File: config.mk
export PLATFORM = sky130hd
export DESIGN_NAME = excess3_to_bcd_stream
export DESIGN_NICKNAME = d
export VERILOG_FILES = /design/src/rtl/excess3_to_bcd_stream.sv
export SDC_FILE = /design/constraint.sdc
export NUM_CORES = 1
export LEC_CHECK = 0
export ABC_AREA = 1
export BUFFER_PORTS_ARGS = -buffer_cell sky130_fd_sc_hd__buf_2
export CORE_ASPECT_RATIO = 1.25
export CORE_MARGIN = 5
export CORE_UTILIZATION = 45
export DETAILED_ROUTE_END_ITERATION = 8
export HOLD_SLACK_MARGIN = 0.05
export PLACE_DENSITY = 0.66
export SLEW_MARGIN = 20
export SYNTH_ARGS = -nofsm -noshare
export SYNTH_HDL_FRONTEND = slang
export SYNTH_SLANG_ARGS = --single-unit
File: constraint.sdc
create_clock -name clk -period 1.9 [get_ports clk]
set_input_delay 0.38 -clock clk [delete_from_list [all_inputs] [get_ports clk]]
set_output_delay 0.38 -clock clk [all_outputs]
set_load 0.03 [all_outputs]
File: src/rtl/excess3_to_bcd_stream.sv
// Excess-3 to BCD stream decoder: one digit per cycle in, MSD first,
// packed right-aligned BCD numbers out over a valid/ready handshake.
module excess3_to_bcd_stream #(
   parameter int  DIGITS = 4,
   localparam int CW     = $clog2(DIGITS + 1)
) (
   input  logic                clk,
   input  logic                rst,
   input  logic                in_valid,
   output logic                in_ready,
   input  logic [3:0]          in_e3,
   input  logic                in_last,
   output logic                out_valid,
   input  logic                out_ready,
   output logic [4*DIGITS-1:0] out_bcd,
   output logic                out_err,
   output logic [CW-1:0]       out_ndig
);

   logic [4*DIGITS-1:0] acc_q, acc_d;
   logic [CW-1:0]       cnt_q, cnt_d;
   logic                err_q, err_d;
   logic                vld_q, vld_d;
   logic [4*DIGITS-1:0] bcd_q, bcd_d;
   logic                oerr_q, oerr_d;
   logic [CW-1:0]       ndig_q, ndig_d;

   logic                illegal;
   logic [3:0]          dec;
   logic                accept;
   logic                done;
   logic [CW-1:0]       cnt_inc;
   logic [4*DIGITS+3:0] wide;
   logic [4*DIGITS-1:0] acc_shift;

   assign in_ready  = ~vld_q | out_ready;
   assign accept    = in_valid & in_ready;
   assign illegal   = (in_e3 < 4'h3) | (in_e3 > 4'hC);
   assign dec       = illegal ? 4'hF : in_e3 - 4'd3;
   assign cnt_inc   = cnt_q + CW'(1);
   // Wide concat keeps the shift legal for DIGITS=1
   assign wide      = {acc_q, dec};
   assign acc_shift = wide[4*DIGITS-1:0];
   assign done      = accept & (in_last | (cnt_inc == CW'(DIGITS)));

   always_comb begin
      acc_d  = acc_q;
      cnt_d  = cnt_q;
      err_d  = err_q;
      vld_d  = vld_q;
      bcd_d  = bcd_q;
      oerr_d = oerr_q;
      ndig_d = ndig_q;
      if (vld_q && out_ready) begin
         vld_d = 1'b0;
      end
      if (done) begin
         acc_d  = '0;
         cnt_d  = '0;
         err_d  = 1'b0;
         vld_d  = 1'b1;
         bcd_d  = acc_shift;
         oerr_d = err_q | illegal;
         ndig_d = cnt_inc;
      end else if (accept) begin
         acc_d = acc_shift;
         cnt_d = cnt_inc;
         err_d = err_q | illegal;
      end
   end

   always_ff @(posedge clk) begin
      if (rst) begin
         acc_q  <= '0;
         cnt_q  <= '0;
         err_q  <= 1'b0;
         vld_q  <= 1'b0;
         bcd_q  <= '0;
         oerr_q <= 1'b0;
         ndig_q <= '0;
      end else begin
         acc_q  <= acc_d;
         cnt_q  <= cnt_d;
         err_q  <= err_d;
         vld_q  <= vld_d;
         bcd_q  <= bcd_d;
         oerr_q <= oerr_d;
         ndig_q <= ndig_d;
      end
   end

   assign out_valid = vld_q;
   assign out_bcd   = bcd_q;
   assign out_err   = oerr_q;
   assign out_ndig  = ndig_q;

endmodule

-- Yosys cells after proc, flatten, opt, wreduce, memory -nomap -nowiden
Cells that the tools add are included.
- output and inout bits: 22
- memories: 0
- logic and storage cells: 25
- input bits: 9
- bits in registers: 37
- RAM bits: 0
- bits in latches: 0
- bits in read-only memories: 0
- reductions and logical operators: 3
- div/mod/pow operators: 0
- $lt $le $gt $ge: 2
- add/subtract/negate cells: 2
- mux-type cells: 3
- multipliers: 0
- eq/ne operators: 1
- bitwise gates (word level): 7
- shifts and indexed selects: 0
- operator list (kind ; number):
    $gt 4x4->1 const B ; 1
    $lt 4x2->1 const B ; 1
    $mux 4 ; 1
    $or 1x1->1 ; 4
    $sub 4x2->4 const B ; 1
    $add 3x1->3 const B ; 1
    $eq 3x3->1 const B ; 1
    $and 1x1->1 ; 2
    $mux 1 ; 2
    $reduce_bool 2->1 ; 1
    $reduce_or 2->1 ; 1
    $logic_and 1x1->1 ; 1
    $not 1->1 ; 1

-- Depth between registers and ports, before layout
Gate-level depths: netlist (run 1).
- word-level depth: 5
- mapped depth: 8
- mapped depth without buffers: 7

-- Least setup slack after synthesis (run 1)
OpenSTA, ideal clock, no wires.
- path type: reg2reg
- start point: reg cnt_q[0]
- end point: reg bcd_q[1] (netlist: out_bcd[1])
- data required time: 1.787 ns
- setup slack: 0.461 ns
- period minus slack after synthesis: 1.439 ns
- buffers on the path: 1
- cell stages (with the launch flop): 9
- arrival time: 1.326 ns
- path through: dfxtp_1 > ha_1 > ha_1 > or2_1 > nand3_2 > inv_2 > buf_6 > nand2_1 > nand2_1
- word-level cells in the longest chain between the ends: 4
- RTL lines (what ; line ; text):
    start: declaration ; 21 ; logic [CW-1:0] cnt_q, cnt_d;
    start signal: assignment ; 83 ; cnt_q <= cnt_d;
    $add 3x1->3 ; 40 ; assign cnt_inc = cnt_q + CW'(1);
    $eq 3x3->1 ; 44 ; assign done = accept & (in_last | (cnt_inc == CW'(DIGITS)));
    $or 1x1->1 ; 44 ;
    $and 1x1->1 ; 44 ;
    end signal: assignment ; 78 ; bcd_q <= '0;
    end signal: assignment ; 86 ; bcd_q <= bcd_d;
    end: declaration ; 24 ; logic [4*DIGITS-1:0] bcd_q, bcd_d;
Every way passes these cells.
A chain may end at the register's enable or synchronous reset.

-- Worst setup path after layout (run 1)
- start point: reg cnt_q[0]
- end point: reg acc_q[1]
- word-level cells in the longest chain between the ends: 5
- RTL lines (what ; line ; text):
    $add 3x1->3 ; 40 ;
    $eq 3x3->1 ; 44 ;
    $or 1x1->1 ; 44 ;
    $and 1x1->1 ; 44 ;
    $reduce_or 2->1 (no source line) ; - ;
    end signal: assignment ; 74 ; acc_q <= '0;
    end signal: assignment ; 82 ; acc_q <= acc_d;
    end: declaration ; 20 ; logic [4*DIGITS-1:0] acc_q, acc_d;
Every way passes these cells.

==> flow_summary.yaml, run 1 <==
yosys:
  yosysUniqueCellTypes: 23
  avgSynthCellArea_sq_um: 7.75
  synthDominantCellAreaShare_pct: 49.8
  synth_area_leaders: "dfxtp_1 50%, nand2_1 14%, nand3_1 9.1%"
  seq_area_frac_synth_pct: 49.8
  syn-cell-area_sq_mm: 0.00149
  syn_inst: 192
  synth_top_area_cell: "dfxtp_1"
  synth-seq-cells: 37
  yosysWarningCount: 0
  synth_nets: 205
timing:
  worst_pin_slew_ns: 0.275
  max_freq_mhz: 621
  hold_viol_final: 0
  slew_viol_final: 0
  fin_skew_ns: 0.00519
  finalCriticalPeriod_ns: 1.61
  relSlewSlack_pct: 81.6
  setup_tns_ns: 0
  setup_viol: 0
  rsz0062_at_grt: "no"
  timing.final.ws_setup_ns: 0.289
  period_share_pct: 84.8
floorplanning:
  dieArea_sq_mm: 0.00456
  die_y_um: 74.3
  start_util_pct: 46.6
  rows: 23
  fp.dieW_um: 61.4
  core_sq_mm: 0.00319
  io_pins: 31
worst_setup_path:
  r2r_slack_ns: 0.29
  r2r_end: "acc_q[1]"
  cp.required_ns: 2.13
  crit_cells: 7
  crit_chain: "ha_1 > ha_1 > or2_1 > nand2_4 > buf_4 > nand3_1 > nor2_1"
  cp_common_cell: "ha_1"
  critPathSlowestCell: "dfxtp_1"
  crit_arrival_ns: 1.84
  crit_path_end_kind: "register"
  crit_path_max_fanout: 16
  critical_path.startpoint: "cnt_q[0]"
  slowest_delay_ns: 0.33
  reg2reg_from: "cnt_q[0]"
  crit_end: "acc_q[1]"
  criticalPathCategory: "register to register"
  startpoint_type: "register"
  critPathTopFamily: "simple AND/OR/NAND/NOR gates"
  r2r_cells: 7
  cp_num_buf_inv: 1
final_layout:
  nFillCells: 310
  num_antenna_cells: 0
  most-common-layout-cells: "55 x nand2_1, 37 x dfxtp_1, 30 x buf_2, 27 x nand3_1, 14 x a21oi_1"
  final_util_pct: 55.0
  layout-drive-gt1-share_pct: 22.1
  area_growth_pct: 18.2
  layout_commonest_cell: "nand2_1"
  fin_nets: 239
placed_design:
  place.gp.congestion: 0.724
  pre_cts_ws_ns: 0.304
  port_buffers: 30
  hpwl_um: 2240
drt:
  wl_per_cell_um: 12.0
  num_vias: 1305
  ant_nets: 0
  vias_per_cell: 4.96
  drt_iter0_drc: 75
  drc: 0
  dr.pass1.iters: 4
  wirelength_um: 3170
clocking:
  h-tree-depth: 2
  clk_latency_ns: 0.29
  cts_resized: 0
  cts_setup_buffers: 0
  cts_tree: "built"
  cts_hold_buffers: 0
  cts_buffers: 5
  cts-root-buf: "clkbuf_8"
  clk_pin_slew_ns: 0.07
  clock_sinks: 37
  clk_path_buf_depth: 2
grt:
  grt_pass1_wl_um: 5400
  grtUsageTotal_pct: 15.9
  grt_overflow: 0
  antenna_found_initial: 0
  grt_max_degree: 26
  grt_pass1_vias: 1233
job:
  drv_cap: 0
power:
  ir_drop_mv: 0.620
  power_density_mw_per_mm2: 888
  p_leak_uw: 0.000854
run_status:
  status: "complete, no violations"
hold_path:
  worstHoldPathType: "input port to register"
[where the power goes]
| group | switching, uW | internal, uW | total [uW] |
|---|---|---|---|
| combinational | 126 | 59.4 | 185 |
| sequential | 16.6 | 805 | 821 |
| clock | 267 | 288 | 555 |
[cell families after synthesis]
group | Yosys count | share of synthesized area (%)
AND/OR/NAND/NOR | 103 | 30.4
adder cells (fa/ha/maj) | 4 | 3.36
AO/OA/AOI/OAI | 24 | 8.83
flip-flops | 37 | 49.8
buffers and inverters | 24 | 7.65
[per-stage QoR]
step	total power [uW]	cells	hold WS (ns)	instance area (sq um)
floorplan	971	192	0.419	1490
global placement	1020	256	0.438	1670
detailed placement	1030	256	0.434	1670
CTS	1580	263	0.259	1760
global route	1650	263	0.271	1760
finish	1560	263	0.270	1760
[state kept, by name (all words and copies together) (netlist names)]
| signal | count |
|---|---|
| out_err | 1 |
| err_q | 1 |
| cnt_q | 3 |
| out_ndig | 3 |
| out_bcd | 16 |
| acc_q | 12 |
| out_valid | 1 |
[how the worst min path moves through the flow]
stage	start	to	depth (start not counted)
floorplan	acc_q[8]	out_bcd[12]	2
global placement	acc_q[10]	out_bcd[14]	2
detailed placement	acc_q[10]	out_bcd[14]	2
CTS	rst	out_valid	2
global route	rst	out_valid	2
finish	rst	out_valid	2
[worst reg2reg max path, cell delays in order, from the launching register on]
cell	delay, ns
dfxtp_1	0.33
ha_1	0.20
ha_1	0.16
or2_1	0.27
nand2_4	0.19
buf_4	0.21
nand3_1	0.09
nor2_1	0.09
[final cells by class]
cell class / instances / area [sq um] / area share (%)
multi-input combinational: 131 / 633 / 36.0
tap: 37 / 46.3 / 2.63
timing repair buffer: 36 / 195 / 11.1
clock buffer: 7 / 86.3 / 4.91
inverter: 15 / 56.3 / 3.20
sequential: 37 / 741 / 42.1
[synth_stat cells]
| cell type | instances |
|---|---|
| nand2_1 | 55 |
| ha_1 | 4 |
| buf_6 | 2 |
| nand2_4 | 1 |
| a21oi_1 | 14 |
| dfxtp_1 | 37 |
| buf_2 | 4 |
| or2_1 | 1 |
| inv_1 | 13 |
| nor2_1 | 12 |
| nand2_2 | 2 |
| buf_4 | 1 |
| clkbuf_1 | 1 |
| a21oi_4 | 1 |
| o21ai_0 | 9 |
| buf_1 | 1 |
| or2_0 | 1 |
| nand3_1 | 27 |
| or2_2 | 1 |
| nor3_1 | 1 |
| inv_2 | 2 |
| nand3_2 | 1 |
| nand3b_1 | 1 |
[metal layers]
layer | routed length (um) | GRT usage, % | vias to the layer above
li1 | - | - | 680
met1 | 1380 | 18.3 | 592
met2 | 1550 | 26.4 | 28
met3 | 170 | 5.21 | 5
met4 | 65 | 7.08 | 0
met5 | 0 | 0 | -
Note: power is estimated with default switching activity, not from simulation.
==> run 2: changes to the inputs <==
ABC_AREA = 0   (was 1)
PLACE_DENSITY = 0.69   (was 0.66)
clock period = 1.29 ns   (was 1.9 ns; I/O delays follow)
==> run 2 against run 1 <==
  * The flow now finishes with violations (negative setup slack)
  * Clock power is 8.6% higher
  * Highest routed layer unchanged
  * Largest power group unchanged
  * Combinational power up 78%
  * Setup slack got worse by 0.45 ns
==> flow_summary.yaml, run 2 <==
run_status:
  status: "finished, violations left"
  violations: "negative setup slack"
clocking:
  clk_pin_slew_ns: 0.12
  cts_tree: "built"
  h-tree-depth: 2
  clk_path_buf_depth: 2
  cts-root-buf: "clkbuf_4"
  clock_sinks: 37
  clk_latency_ns: 0.35
  cts_buffers: 5
drt:
  drc: 0
  vias_per_cell: 5.22
  drt_iter0_drc: 21
  dr.pass1.iters: 4
  wirelength_um: 3050
  num_vias: 1138
  ant_nets: 0
  wl_per_cell_um: 14.0
floorplanning:
  rows: 22
  core_sq_mm: 0.00297
  dieArea_sq_mm: 0.00435
  start_util_pct: 47.3
  io_pins: 31
  die_y_um: 72.5
  fp.dieW_um: 60.0
yosys:
  yosysMostFrequentCell: "dfxtp_1"
  synthDominantCellAreaShare_pct: 52.6
  synth_top_area_cell: "dfxtp_1"
  synthFlopType: "dfxtp_1"
  netlist_top_cells_count: "37 x dfxtp_1, 23 x nand2_1, 14 x a21oi_1, 14 x a22o_1"
  syn_inst: 140
  synth_edf_count: 0
  seq_area_frac_synth_pct: 52.6
  avgSynthCellArea_sq_um: 10.1
  yosysUniqueCellTypes: 30
  synth_area_leaders: "dfxtp_1 53%, a22o_1 8.7%, nand2_1 6.1%"
  yosysWarningCount: 0
  synth_nets: 153
  synthArstFlopShare_pct: 0
  syn-cell-area_sq_mm: 0.00141
  synth-seq-cells: 37
placed_design:
  hpwl_um: 2120
  place.gp.congestion: 0.804
  port_buffers: 30
  place_area_sq_mm: 0.00168
hold_path:
  hold_depth: 3
  worst_hold_path.endpoint: "out_valid"
  worstHoldPathType: "input port to register"
  hold_start: "out_ready"
grt:
  busiest_layer: "met2"
  met1_usage_pct: 19.8
  grt_overflow: 0
  grt_pass1_wl_um: 5060
  grtUsageMet3_pct: 4.27
  use_met2_pct: 23.1
  grtUsageTotal_pct: 15.5
  grt_max_degree: 19
  grt_pass1_vias: 1091
  antenna_found_initial: 0
power:
  combinationalPowerShare_pct: 15.4
  p_switching_uw: 624
  swShare_pct: 29.0
  p_total_uw: 2150
  p_leak_uw: 0.000770
  ir_drop_mv: 0.915
  pwr-share-clk_pct: 28.1
  power_density_mw_per_mm2: 1190
  internal_power_uw: 1520
  seqPwrFrac_pct: 56.6
final_layout:
  nFillCells: 277
  layout-drive-gt1-share_pct: 40.7
  multi_input_area_sq_um: 691
  seqCellArea_sq_um: 747
  most-common-layout-cells: "34 x dfxtp_1, 30 x buf_2, 23 x nand2_1, 14 x a22o_1, 8 x a21oi_1"
  layout_commonest_cell: "dfxtp_1"
  num_antenna_cells: 0
  postLayoutCellArea_sq_mm: 0.00181
  area_growth_pct: 28.4
  largest_register_ffs: 16
  fin_nets: 194
timing:
  fin_skew_ns: 0.00879
  relSlewSlack_pct: 80.3
  worst_pin_slew_ns: 0.296
  hold_viol_final: 0
  timing.final.ws_setup_ns: -0.156
  rsz0062_at_grt: "yes"
  slew_viol_final: 0
  max_freq_mhz: 692
  finalCriticalPeriod_ns: 1.45
  setup_viol: 36
  period_share_pct: 112
worst_setup_path:
  startpoint_type: "register"
  crit_path_end_kind: "register"
  cp.required_ns: 1.58
  r2r_end: "out_ndig[1]"
  crit_path_max_fanout: 11
  cp_common_cell: "ha_4"
  criticalPathCategory: "register to register"
  crit_chain: "ha_4 > ha_4 > nor2_4 > inv_4 > a21oi_4 > buf_6 > a22o_1"
  reg2reg_from: "cnt_q[1]"
  r2r_slack_ns: -0.16
  critPathSlowestCell: "dfxtp_2"
  crit_arrival_ns: 1.74
  slowest_delay_ns: 0.35
  r2r_cells: 7
job:
  drv_cap: 0
[run 2: cell count changes after synthesis, moves of 2 or more]
| cell | previous run | this run |
|---|---|---|
| nand2_1 | 55 | 23 |
| nand3_1 | 27 | 0 |
| a22o_1 | 0 | 14 |
| inv_1 | 13 | 6 |
| nor2_1 | 12 | 6 |
| o21ai_0 | 9 | 3 |
| o2bb2ai_1 | 0 | 5 |
| buf_4 | 1 | 5 |
| buf_2 | 4 | 1 |
| inv_2 | 2 | 0 |
| nor2_2 | 0 | 2 |
| o211ai_1 | 0 | 2 |
[run 2: layout make-up]
type	instances	area share, %
sequential	37	41.3
multi-input combinational	91	38.2
timing repair buffer	40	13.6
tap	36	2.49
clock buffer	5	2.08
inverter	6	1.39
clock inverter	3	0.900
[run 2: logic make-up after synthesis]
kind of cell,Yosys count,share of synthesized area (%)
AO/OA/AOI/OAI,44,23.1
AND/OR/NAND/NOR,41,14.7
flip-flops,37,52.6
buffers and inverters,13,5.42
adder cells (fa/ha/maj),4,3.56
XOR/XNOR,1,0.622
[run 2: repair_timing]
action | CTS | global route
pin swaps | 4 | 3
endpoints found under the hold margin | 0 | 0
cloned | 1 | 0
hold buffers | 0 | 0
endpoints found under the setup margin | 36 | 36
resized for setup | 10 | 1
setup buffers | 0 | 1
[run 2: through the flow]
step | setup TNS, ns | hold slack, ns | setup WS [ns] | cells | util, %
after global routing | -5.59 | 0.219 | -0.208 | 218 | 60.8
final | -3.81 | 0.197 | -0.156 | 218 | 60.8
after floorplan | -0.383 | 0.317 | -0.0317 | 140 | -
after detailed placement | -2.02 | 0.446 | -0.135 | 208 | 56.4
after CTS | -3.70 | 0.195 | -0.140 | 217 | 60.0
after global placement | -1.25 | 0.442 | -0.114 | 208 | 56.4
[run 2: worst max-delay path by stage]
stage | end | slack [ns] | cells past startpoint | start
global placement | acc_q[1] | -0.11 | 6 | in_e3[0]
floorplan | acc_q[10] | -0.03 | 7 | cnt_q[0]
global route | out_ndig[1] | -0.21 | 7 | cnt_q[1]
finish | out_ndig[1] | -0.16 | 7 | cnt_q[1]
CTS | out_ndig[1] | -0.14 | 7 | cnt_q[1]
detailed placement | acc_q[1] | -0.13 | 6 | in_e3[0]
[run 2: critical path: cells and delay by family (launching register included)]
| kind | cells | cell delay, ns |
|---|---|---|
| buffers and inverters | 2 | 0.24 |
| adder cells (fa/ha/maj) | 2 | 0.32 |
| flip-flops | 1 | 0.35 |
| AND/OR/NAND/NOR | 1 | 0.18 |
| AO/OA/AOI/OAI | 2 | 0.30 |
[run 2: power by group through the flow]
stage	Sequential (uW)	Clock [uW]	Combinational [uW]
after floorplan	1280	0	175
after global placement	1240	0	294
after detailed placement	1240	0	301
after CTS	1210	615	324
after global routing	1220	679	358
final	1210	603	330
[run 2: metal layers]
| layer | up-vias | wire length (um) |
|---|---|---|
| li1 | 576 | - |
| met1 | 526 | 1410 |
| met2 | 29 | 1420 |
| met3 | 7 | 146 |
| met4 | 0 | 78 |
| met5 | - | 0 |
